===== src/rtl/vga_timing_xga.sv =====
// rtl/vga_timing_xga.sv - XGA 1024x768@60 raster timing generator with frame tick and counter
module vga_timing_xga #(
    parameter int H_ACTIVE = 1024,
    parameter int H_FP     = 24,
    parameter int H_SYNC   = 136,
    parameter int H_BP     = 160,
    parameter int V_ACTIVE = 768,
    parameter int V_FP     = 3,
    parameter int V_SYNC   = 6,
    parameter int V_BP     = 29
) (
    input  logic        pclk,
    input  logic        rst_n,
    input  logic        en,
    output logic [10:0] hcount_out,
    output logic [10:0] vcount_out,
    output logic        hsync_out,
    output logic        hblnk_out,
    output logic        vsync_out,
    output logic        vblnk_out,
    output logic        frame_tick,
    output logic [7:0]  frame_cnt
);

    localparam int H_TOTAL = H_ACTIVE + H_FP + H_SYNC + H_BP;
    localparam int V_TOTAL = V_ACTIVE + V_FP + V_SYNC + V_BP;

    // Counter limits and decode thresholds, sized to the 11-bit counters
    localparam logic [10:0] H_LAST     = 11'(H_TOTAL - 1);
    localparam logic [10:0] V_LAST     = 11'(V_TOTAL - 1);
    localparam logic [10:0] H_BLNK_BEG = 11'(H_ACTIVE);
    localparam logic [10:0] H_SYNC_BEG = 11'(H_ACTIVE + H_FP);
    localparam logic [10:0] H_SYNC_END = 11'(H_ACTIVE + H_FP + H_SYNC);
    localparam logic [10:0] V_BLNK_BEG = 11'(V_ACTIVE);
    localparam logic [10:0] V_SYNC_BEG = 11'(V_ACTIVE + V_FP);
    localparam logic [10:0] V_SYNC_END = 11'(V_ACTIVE + V_FP + V_SYNC);

    // Totals must be representable by the 11-bit counters (max count 2047)
    generate
        if (H_TOTAL > 2048 || V_TOTAL > 2048 || H_TOTAL < 1 || V_TOTAL < 1) begin : g_size_check
            $error("vga_timing_xga: H_TOTAL/V_TOTAL out of 11-bit range");
        end
    endgenerate

    logic [10:0] h_next;
    logic [10:0] v_next;
    logic        frame_wrap;
    logic        hsync_next;
    logic        hblnk_next;
    logic        vsync_next;
    logic        vblnk_next;

    // Next raster position; line and frame wrap resolve in the same step
    always_comb begin
        h_next     = hcount_out;
        v_next     = vcount_out;
        frame_wrap = 1'b0;
        if (hcount_out == H_LAST) begin
            h_next = 11'd0;
            if (vcount_out == V_LAST) begin
                v_next     = 11'd0;
                frame_wrap = 1'b1;
            end else begin
                v_next = vcount_out + 11'd1;
            end
        end else begin
            h_next = hcount_out + 11'd1;
        end
    end

    // Flags decoded from the next position so they register alongside the counters
    always_comb begin
        hblnk_next = (h_next >= H_BLNK_BEG);
        hsync_next = (h_next >= H_SYNC_BEG) && (h_next < H_SYNC_END);
        vblnk_next = (v_next >= V_BLNK_BEG);
        vsync_next = (v_next >= V_SYNC_BEG) && (v_next < V_SYNC_END);
    end

    // Raster position registers
    always_ff @(posedge pclk or negedge rst_n) begin
        if (!rst_n) begin
            hcount_out <= 11'd0;
            vcount_out <= 11'd0;
        end else if (en) begin
            hcount_out <= h_next;
            vcount_out <= v_next;
        end
    end

    // Sync and blank registers, aligned with the position registers
    always_ff @(posedge pclk or negedge rst_n) begin
        if (!rst_n) begin
            hsync_out <= 1'b0;
            hblnk_out <= 1'b0;
            vsync_out <= 1'b0;
            vblnk_out <= 1'b0;
        end else if (en) begin
            hsync_out <= hsync_next;
            hblnk_out <= hblnk_next;
            vsync_out <= vsync_next;
            vblnk_out <= vblnk_next;
        end
    end

    // Frame tick marks (0,0) reached by wrapping only; it holds while en is low
    always_ff @(posedge pclk or negedge rst_n) begin
        if (!rst_n) begin
            frame_tick <= 1'b0;
            frame_cnt  <= 8'd0;
        end else if (en) begin
            frame_tick <= frame_wrap;
            if (frame_wrap) begin
                frame_cnt <= frame_cnt + 8'd1;
            end
        end
    end

endmodule


===== config.mk =====
export PLATFORM = sky130hd
export DESIGN_NAME = vga_timing_xga
export DESIGN_NICKNAME = d
export VERILOG_FILES = /design/src/rtl/vga_timing_xga.sv
export SDC_FILE = /design/constraint.sdc
export NUM_CORES = 1
export LEC_CHECK = 0
export ABC_AREA = 1
export BUFFER_PORTS_ARGS = -buffer_cell sky130_fd_sc_hd__buf_4
export CAP_MARGIN = 20
export CORE_MARGIN = 1.5
export CORE_UTILIZATION = 50
export CTS_CLUSTER_DIAMETER = 30
export DETAILED_ROUTE_END_ITERATION = 8
export GPL_TIMING_DRIVEN = 0
export PLACE_DENSITY = 0.73
export SLEW_MARGIN = 25
export SYNTH_ARGS = -nofsm -noshare
export SYNTH_HDL_FRONTEND = slang
export SYNTH_SLANG_ARGS = --single-unit

===== constraint.sdc =====
create_clock -name pclk -period 2.7 [get_ports pclk]
set_clock_uncertainty 0.1 [all_clocks]
set_input_delay 0.27 -clock pclk [delete_from_list [all_inputs] [get_ports pclk]]
set_output_delay 0.27 -clock pclk [all_outputs]
set_load 0.005 [all_outputs]

## Word-level counts from Yosys, hierarchy flattened

Cells that the tools add are included.

| storage, ports and cells | value |
|---|---|
| register bits | 35 |
| output and inout bits | 35 |

| operators by class | value |
|---|---|
| $add $sub $neg | 3 |
| $lt $le $gt $ge | 6 |
| eq/ne operators | 2 |
| muxes and demuxes | 5 |
| reduce and logical (&&, ||, !) cells | 3 |

Operator list:

| operator | number |
|---|---|
| $mux 11 | 3 |
| $add 11x1->11 const B | 2 |
| $ge 11x10->1 const B | 2 |
| $ge 11x11->1 const B | 2 |
| $eq 11x10->1 const B | 1 |
| $eq 11x11->1 const B | 1 |
| $lt 11x10->1 const B | 1 |
| $lt 11x11->1 const B | 1 |
| $add 8x1->8 const B | 1 |
| $logic_and 1x1->1 | 2 |
| $mux 1 | 2 |
| $reduce_and 2->1 | 1 |

## Longest topological paths before layout

Gate-level depths: netlist of run 1.

| depth | value |
|---|---|
| depth after elaboration | 5 |
| depth in mapped cells | 14 |

## Worst setup path before layout of run 1

No wires, ideal clock.

| timing path | value |
|---|---|
| path type | flip-flop to flip-flop |
| start point | register hcount_out[0] |
| end point | register frame_cnt[6] |
| setup time | 79 ps |
| arrival | 1663 ps |
| required time | 2521 ps |
| path slack | 858 ps |
| stages on the path, launching flop included | 11 |
| clock period less this slack | 1842 ps |
| cell sequence | dfrtp_1 ha_1 inv_1 nor3_4 nand2_2 nor2_4 nand2_4 nor2_4 nand3_2 nor2_2 xor2_1 |

| between the ends | value |
|---|---|
| cells in the longest elaborated chain, start to end | 3 |

Ends and longest elaborated chain:

| what | RTL line | source |
|---|---|---|
| from (decl) | 15 | `output logic [10:0] hcount_out,` |
| from (signal assigned) | 85 | `hcount_out <= h_next;` |
| $eq 11x11->1 | 58 | `if (hcount_out == H_LAST) begin` |
| $mux 1 | 58 |  |
| $reduce_and 2->1 (no line) | n/a |  |
| to (signal assigned) | 113 | `frame_cnt <= frame_cnt + 8'd1;` |
| to (decl) | 22 | `output logic [7:0] frame_cnt` |

No other way between the ends.
A chain may end at the register's enable or synchronous reset.

## Worst setup path after layout of run 1

| timing path | value |
|---|---|
| start point | register hcount_out[0] |
| end point | register vsync_out |

| between the ends | value |
|---|---|
| cells in the longest elaborated chain, start to end | 4 |
| elaborated cells between the ends (all ways) | 5 |
| classes of those cells | order compare: 2; eq/ne: 1; mux: 1; reduce/logical: 1 |

Ends and longest elaborated chain:

| what | RTL line | source |
|---|---|---|
| $eq 11x11->1 (*) | 58 |  |
| $mux 11 (*) | 58 |  |
| $ge 11x10->1 or $lt 11x10->1 (tied branches) | 76 | `vsync_next = (v_next >= V_SYNC_BEG) && (v_next < V_SYNC_END);` |
| $logic_and 1x1->1 (*) | 76 |  |
| to (signal assigned) | 100 | `vsync_out <= vsync_next;` |
| to (decl) | 19 | `output logic vsync_out,` |

Every way passes the cells marked *; elsewhere a longest branch is shown, timed or not.

==> summary.md, run 1 <==
| Metric | Value |
|---|---|
| Root buf cell | clkbuf_8 |
| # rows | 23 |
| Antenna viol nets, final | 0 |
| TritonCTS clock tree | yes |
| Share of cells above drive strength 1 | 16.7% |
| IO Pins | 38 |
| Flops & latches, synth | 35 |
| CTS buffer count | 5 |
| Synth Net Count | 315 |
| Largest net degree at the start of global routing | 36 |
| WL/cell | ~13 um |
| Total track usage | 24.5% |
| FF-to-FF Start | hcount_out[0] |
| GPL Wtd Cong | 0.850 |
| Drt pass-1 iters | 4 |
| Slew headroom | 64.0% |
| Most frequent cells in the layout | nand2_1, inv_1, buf_4 |
| Vias in the first global route | 1,824 |
| Die Wd | 68.7 um |
| Synth Cell Area | around 2200 um2 |
| Overall routed net length | 5.18 mm |
| Syn_area_per_cell | ~7.0 um2 |
| Setup bufs post-CTS | 0 |
| Status | finished, final reports clean |
| Largest cells by area after synthesis | dfrtp_1, nand2_1, nand3_1 |
| Critical path endpoint category | register |
| Final TNS setup | 0 ps |
| Antenna violations before repair | 0 |
| Syn-to-layout area delta | 20.2% |
| Worst endpoint required time | between 2000 and 3000 ps |
| Congestion Overflow GR | 0 |
| Clk Latency, worst-skew pair | 300 ps |
| RSZ-0062 raised after global routing | no |
| First-pass GRT wire length | 8.54 mm |
| Worst setup path startpoint | hcount_out[0] |
| Sequential share of the synthesized area | about two fifths |
| R2R cell count | 9 |
| Ys Warns | 0 |
| Peak Freq | 0.474 GHz |
| Period utilization | 78.2% |
| Final hold violations | 0 |
| Via count of the routed design | ~2,100 |
| Kind of critical path | register to register |
| Die Y | 68.7 um |
| DR iter-0 viols | between 100 and 150 |
| Pins over their slew limit | 0 |
| CP arrival | approximately 2300 ps |
| Depth of the worst hold-timing path | 3 |
| Total number of H-tree levels | 2 |
| Tightest Hold Check Type | primary input to register |
| Die Area | between 4000 and 5000 um2 |
| Unique masters post-synth | 24 |
| Worst setup margin | 590 ps |
| # diodes | 0 |
| Clock transition at the registers of the reported paths | 80 ps |
| Resize count post-CTS | 0 |
| Number of vias per cell | 5.18 |
| IO buf count | 36 |
| PwrDens | 635 nW/um2 |
| Remaining DRCs | 0 |
| Longest Clk Path Bufs | 2 |
| Worst Max-Slew Pin Slew | 536 ps |
| Leakage | 0.00134 uW |
| CP max FO | 5 |
| Pre-CTS setup slack | 600 ps |
| VDD IR max | 0.543 mV |
| Post-route minimum period | roughly 2100 ps |
| # setup viols final | 0 |
| Area leader, netlist | dfrtp_1 |
| Max-capacitance violation count | 0 |
| Initial core utilization | 52.9% |
| Clock sink total | 35 |
| Most common cell after layout, fill and taps aside | nand2_1 |
| Detailed Place HPWL | 3.83 mm |
| HP Start | en |
| Crit start category | register |
| Nets | between 300 and 400 |
| Core ar. | around 4100 um2 |
| Cells after Synth | 308 |
| Area share of the largest cell type after synthesis | approximately two fifths |
[flip-flops by register name (all words and copies together) (netlist names)]
signal and flops:
frame_tick 1, vblnk_out 1, vcount_out 11, vsync_out 1, hcount_out 11, hblnk_out 1
hsync_out 1, frame_cnt 8
[power breakdown]
| part | switching [uW] | total [uW] | internal [uW] |
|---|---|---|---|
| logic | 286 | 508 | 222 |
| clock network | 217 | 402 | 184 |
| registers | 134 | 739 | 605 |
[cell type report]
type,instances,area (um2)
clock buffers,5,68.8
repair buffers,37,280
multi-input cells,227,1100
fillers,390,1490
plain buffers,8,37.5
clock inverters,3,23.8
well taps,50,62.6
inverters,38,143
flip-flops and latches,35,876
[through the flow]
stage / utilization (%) / hold slack (ps) / instance area [um2] / cells / total power, uW
2_1_floorplan: - / -126 / 2160 / 308 / 1020
5_1_grt: 63.5 / 267 / 2600 / 403 / 1770
3_3_place_gp: 61.0 / 152 / 2490 / 394 / 1240
3_5_place_dp: 61.0 / 153 / 2490 / 394 / 1250
6_report: 63.5 / 240 / 2600 / 403 / 1650
4_1_cts: 63.5 / 235 / 2600 / 403 / 1650
[path summary, 6_finish.rpt]
path                            endpoint  slack, ps
setup / recovery               vsync_out        590
hold / removal                 hblnk_out        240
setup reg to reg               vsync_out        590
hold reg to reg             frame_cnt[7]        380
max in group asynchronous  hcount_out[8]       1830
min in group asynchronous  vcount_out[2]        350
[synthesized netlist by cell type, drive strengths merged]
master and number:
nand3 33, nor3 6, mux2 1, inv 38, a21oi 3, clkbuf 4
o21bai 2, dfrtp 35, xnor2 4, buf 4, nand2 105, o21ai 22
nor2 33, nand4 7, xor2 6, ha 4, o21a 1
[cell families after synthesis]
family          after synthesis  share of synthesized area (%)
simple gates                184                           37.4
buf+inv                      46                           8.34
flops                        35                           40.5
compound gates               28                           6.83
xor+xnor                     10                           4.05
fa+ha+maj                     4                           2.32
mux                           1                          0.521
[what timing repair did]
item / in CTS / in global routing
hold buffers: 1 / 0
endpoints found under the setup margin: 0 / 0
hold endpoints to repair: 35 / 0
[per-layer routing]
layer,vias up,GRT usage [%],routed length (um)
met5,-,0,0
met4,0,7.35,61
met3,6,5.36,292
met2,56,36.5,2390
met1,963,35.6,2440
li1,1061,-,-
[worst max-delay path, cell delays in order (launching register included)]
cell	delay, ps
dfrtp_1	430
ha_1	270
nand3_1	140
nor3_1	430
nand3_1	120
nand2_1	130
nand2_1	60
a21oi_1	180
nand3_1	120
nand2_1	70
Note: power is estimated with default switching activity, not from simulation.
==> run 2: changes to the inputs <==
==> constraint.sdc (replaced) <==
create_clock -name pclk -period 2.2 [get_ports pclk]
set_clock_uncertainty 0.1 [all_clocks]
set_input_delay 0.22 -clock pclk [delete_from_list [all_inputs] [get_ports pclk]]
set_output_delay 0.22 -clock pclk [all_outputs]
set_load 0.005 [all_outputs]
==> summary.md, run 2 (synthesized netlist as in run 1, its figures left out) <==
| Metric | Value |
|---|---|
| Total number of H-tree levels | 2 |
| Congestion Overflow GR | 0 |
| R2R cell count | 10 |
| Placement Cell Area | 2490 um2 |
| DR iter-0 viols | 177 |
| Depth of the worst hold-timing path | 3 |
| FF-to-FF Start | hcount_out[0] |
| Antenna violations before repair | 0 |
| Global route hottest layer | met2 |
| Clk Latency, worst-skew pair | 300 ps |
| IO Pins | 38 |
| Share of cells above drive strength 1 | a little under a fifth |
| # rows | 23 |
| # diodes | 0 |
| Clock sink total | 35 |
| Initial core utilization | 52.9% |
| PwrDens | about 770 nW/um2 |
| Switching Share | 38.5% |
| GPL Wtd Cong | 0.850 |
| Detailed Place HPWL | 3.83 mm |
| Critical path endpoint category | register |
| CP max FO | 5 |
| GR Util met3 | 5.36% |
| Leakage | 0.00136 uW |
| Logic pwr share | 31.5% |
| WL/cell | roughly 13 um |
| Reg area | 877 um2 |
| Worst endpoint required time | 2320 ps |
| # setup viols final | 0 |
| Register-to-register setup slack | 120 ps |
| Peak Freq | between 0.4 and 0.5 GHz |
| Status | finished, final reports clean |
| Number of vias per cell | 5.15 |
| CP arrival | between 2000 and 2500 ps |
| Fraction of power consumed by sequential logic | 44.3% |
| Kind of critical path | register to register |
| Remaining DRCs | 0 |
| Design Area, Final | 2640 um2 |
| Sw power | about 780 uW |
| Regs by FF count | hcount_out (11), vcount_out (11), frame_cnt (8) |
| GR met1 Demand/Resource | 35.6% |
| Antenna viol nets, final | 0 |
| Clock transition at the registers of the reported paths | 80 ps |
| Drt pass-1 iters | 4 |
| Die Y | a little under 70 um |
| Internal power | approximately 1300 uW |
| Most common cell after layout, fill and taps aside | nand2_1 |
| Final core utilization | 64.7% |
| Slew headroom | 62.4% |
| CTS buffer count | 5 |
| Period utilization | between 90% and 100% |
| Largest net degree at the start of global routing | 36 |
| Most frequent cells in the layout | nand2_1, buf_4, inv_1 |
| Crit Reg-Reg Endpoint | frame_cnt[6] |
| Pins over their slew limit | 0 |
| Clock share of power | 24.2% |
| Syn-to-layout area delta | 22.3% |
| IO buf count | 36 |
| Via count of the routed design | 2,095 |
| Footprint of the multi-input gates | 1120 um2 |
| Tightest Hold Check Type | primary input to register |
| Max-capacitance violation count | 0 |
| VDD IR max | between 0.6 and 0.7 mV |
| Final hold violations | 0 |
| Longest Clk Path Bufs | 2 |
| Core ar. | 4090 um2 |
| Post-route minimum period | 2080 ps |
| Total track usage | 24.5% |
| Nets | 363 |
| Fillers | 388 |
| Worst Max-Slew Pin Slew | 560 ps |
| TritonCTS clock tree | yes |
| First-pass GRT wire length | roughly 8.5 mm |
| HP Start | en |
| Crit start category | register |
| Die Wd | 68.7 um |
| Overall routed net length | about 5.2 mm |
| Vias in the first global route | 1,824 |
| Root buf cell | clkbuf_8 |
| Die Area | 4730 um2 |
| Grt met2 use | between 30% and 40% |
| Hold endpoint | hblnk_out |
run 2: cell type report:
type                    instances  area share, %
well taps                      50           2.37
multi-input cells             227           42.4
clock buffers                   5           2.60
repair buffers                 41           11.7
clock inverters                 3          0.900
flip-flops and latches         35           33.2
inverters                      38           5.40
plain buffers                   8           1.42
run 2: what timing repair did:
item / 4_1_cts / 5_1_grt
hold buffers: 1 / 0
gates resized for setup: 0 / 5
setup endpoints to repair: 0 / 8
hold endpoints to repair: 35 / 0
setup buffers: 0 / 4
run 2: layer usage:
layer	vias up	share of wire, %
li1	1064	-
met1	968	47
met2	57	47
met3	6	5.1
met4	0	1.2
met5	-	0
run 2: worst max path at each step:
stage	startpoint	end	depth (start not counted)
after CTS	hcount_out[0]	vsync_out	9
after floorplan	hcount_out[0]	frame_cnt[6]	10
after global placement	hcount_out[0]	vsync_out	10
after global routing	hcount_out[0]	hcount_out[10]	9
after detailed placement	hcount_out[0]	vsync_out	10
final	hcount_out[0]	frame_cnt[6]	10
run 2: per-stage QoR:
step                setup TNS (ps)  setup slack, ps  power, uW  hold slack, ps  cells
floorplan                        0              358       1250            -176    308
global placement                 0             94.1       1520             102    394
detailed placement               0              100       1530             103    394
CTS                              0             77.6       2030             185    403
global route                 -62.3            -31.0       2190             217    407
finish                           0              123       2040             195    407
run 2: power groups by stage:
stage	registers, uW	logic (uW)	clock network, uW
after floorplan	889	363	0
after global placement	915	607	0
after detailed placement	914	620	0
after CTS	903	623	499
after global routing	927	730	532
final	904	642	493
run 2: critical path, stage by stage (launching register included):
cell and delay, ps:
dfrtp_1 430, ha_2 250, inv_1 90, nor3_4 280
nand2_2 140, nor2_4 150, nand2_4 90, nor2_4 120
nand3_2 100, nor2_2 100, xor2_1 150
==> run 3: changes to the inputs <==
--- a/config.mk
+++ b/config.mk
@@ -8,12 +8,14 @@
 export ABC_AREA = 1
 export BUFFER_PORTS_ARGS = -buffer_cell sky130_fd_sc_hd__buf_4
 export CAP_MARGIN = 20
+export CELL_PAD_IN_SITES_DETAIL_PLACEMENT = 0
+export CELL_PAD_IN_SITES_GLOBAL_PLACEMENT = 2
 export CORE_MARGIN = 1.5
-export CORE_UTILIZATION = 50
+export CORE_UTILIZATION = 31
 export CTS_CLUSTER_DIAMETER = 30
 export DETAILED_ROUTE_END_ITERATION = 8
 export GPL_TIMING_DRIVEN = 0
-export PLACE_DENSITY = 0.73
+export PLACE_DENSITY = 0.79
 export SLEW_MARGIN = 25
 export SYNTH_ARGS = -nofsm -noshare
 export SYNTH_HDL_FRONTEND = slang
==> summary.md, run 3 (synthesized netlist as in run 1, its figures left out) <==
| Metric | Value |
|---|---|
| Die Wd | about 86 um |
| Worst endpoint required time | between 2000 and 2500 ps |
| VDD IR max | 0.245 mV |
| Final hold violations | 0 |
| Final core utilization | 40.0% |
| Final TNS setup | 0 ps |
| Slew headroom | between 50 and 60% |
| Die Y | 86.5 um |
| IO buf count | 36 |
| Most common cell after layout, fill and taps aside | nand2_1 |
| Slowest-stage cell, CP | dfrtp_1 |
| # diodes | 0 |
| Longest Clk Path Bufs | 2 |
| IO Pins | 38 |
| Syn-to-layout area delta | 25.2% |
| Status | finished, final reports clean |
| Placed insts | 424 |
| Worst Max-Slew Pin Slew | 607 ps |
| Nets | ~360 |
| Die Area | about 7500 um2 |
| # setup viols final | 0 |
| CP most frequent cell | nor2_1 |
| Placement Cell Area | 2530 um2 |
| WL/cell | 13.6 um |
| Clk Latency, worst-skew pair | between 200 and 300 ps |
| Largest net degree at the start of global routing | 36 |
| Final std cells w/o fill | 435 |
| Clock transition at the registers of the reported paths | 70 ps |
| Overall routed net length | 5.90 mm |
| Critical path endpoint category | register |
| DR iter-0 viols | 76 |
| Crit start category | register |
| Antenna violations before repair | 0 |
| Core ar. | 6760 um2 |
| TritonCTS clock tree | yes |
| CP arrival | between 2000 and 2500 ps |
| Detailed Place HPWL | ~4.3 mm |
| Cells along the critical path | nor2_1, nand2_1, nor2_1, nand2_2, nor2_1, xor2_1, nand2_1, nor2_1, nand3_1, nand2_1 |
| Leakage | approximately 0.0014 uW |
| Critical path's largest stage delay | 480 ps |
| Share of cells above drive strength 1 | 20.6% |
| Total number of H-tree levels | 2 |
| First-pass GRT wire length | 9.80 mm |
| Tightest Hold Check Type | primary input to register |
| Post-route minimum period | 2010 ps |
| Fillers | 750 |
| PwrDens | ~760 nW/um2 |
| Pins over their slew limit | 0 |
| Remaining DRCs | 0 |
| Vias in the first global route | 1,935 |
| Period utilization | 91.4% |
| Most frequent cells in the layout | nand2_1, inv_1, buf_4 |
| Antenna viol nets, final | 0 |
| RSZ-0062 raised after global routing | no |
| Peak Freq | 0.497 GHz |
| Congestion Overflow GR | 0 |
| Design Area, Final | 2710 um2 |
| CP max FO | 7 |
| Via count of the routed design | 2,081 |
| Initial core utilization | between 30% and 40% |
| GPL Wtd Cong | between 0.7 and 0.8 |
| # rows | 30 |
| Max-capacitance violation count | 0 |
| Drt pass-1 iters | 4 |
| Kind of critical path | register to register |
| Root buf cell | clkbuf_8 |
| Regs by FF count | hcount_out (11), vcount_out (11), frame_cnt (8) |
| Number of vias per cell | 4.78 |
| Clock sink total | 35 |
| Total track usage | ~17% |
| CTS buffer count | 5 |
run 3: worst max-delay path, delay by kind of cell (launching register included):
kind	cells	cell delay, ps
simple gates	9	1170
xor+xnor	1	200
flops	1	480
run 3: final timing paths:
check | start | end | slack, ps | cells after the start
max in group asynchronous | rst_n | hcount_out[5] | 1300 | 2
worst max-delay path | hcount_out[7] | vsync_out | 190 | 10
worst max register to register | hcount_out[7] | vsync_out | 190 | 10
min in group asynchronous | rst_n | frame_cnt[7] | 330 | 2
worst min-delay path | en | hblnk_out | 200 | 3
worst min register to register | frame_cnt[7] | frame_cnt[7] | 370 | 1
run 3: cell type report:
class / count / area (um2) / share of cell area [%]
Clock buffer: 8 / 100 / 3.70
Tap cell: 80 / 100 / 3.70
Inverter: 38 / 143 / 5.27
Sequential cell: 35 / 883 / 32.7
Buffer: 8 / 41.3 / 1.53
Timing Repair Buffer: 39 / 295 / 10.9
Multi-Input combinational cell: 227 / 1140 / 42.2
run 3: metrics by stage:
step / power [uW] / hold slack, ps / worst slack (ps)
floorplan: 1250 / -176 / 358
global placement: 1540 / 124 / -55.6
detailed placement: 1540 / 116 / -22.7
CTS: 2080 / 183 / 8.40
global route: 2240 / 211 / 11.3
finish: 2070 / 198 / 190
run 3: routing by layer:
| layer | global-route usage, % | routed length [um] |
|---|---|---|
| met1 | 24.2 | 2930 |
| met3 | 3.43 | 259 |
| met4 | 4.40 | 68 |
| met5 | 0 | 0 |
| met2 | 26.5 | 2640 |
run 3: timing repair:
action                     in CTS  in global routing
setup endpoints to repair       1                  6
hold buffers                    1                  0
hold endpoints to repair       35                  0
setup buffers                   0                  2
resized for setup               1                 15
pin swaps                       0                  1
run 3: where the power goes:
part | switching, uW | leakage (uW) | internal [uW]
Sequential | 166 | 0.000455 | 750
Combinational | 352 | 0.000848 | 280
Clock | 235 | 0.0000515 | 286
Total | 753 | 0.00136 | 1320
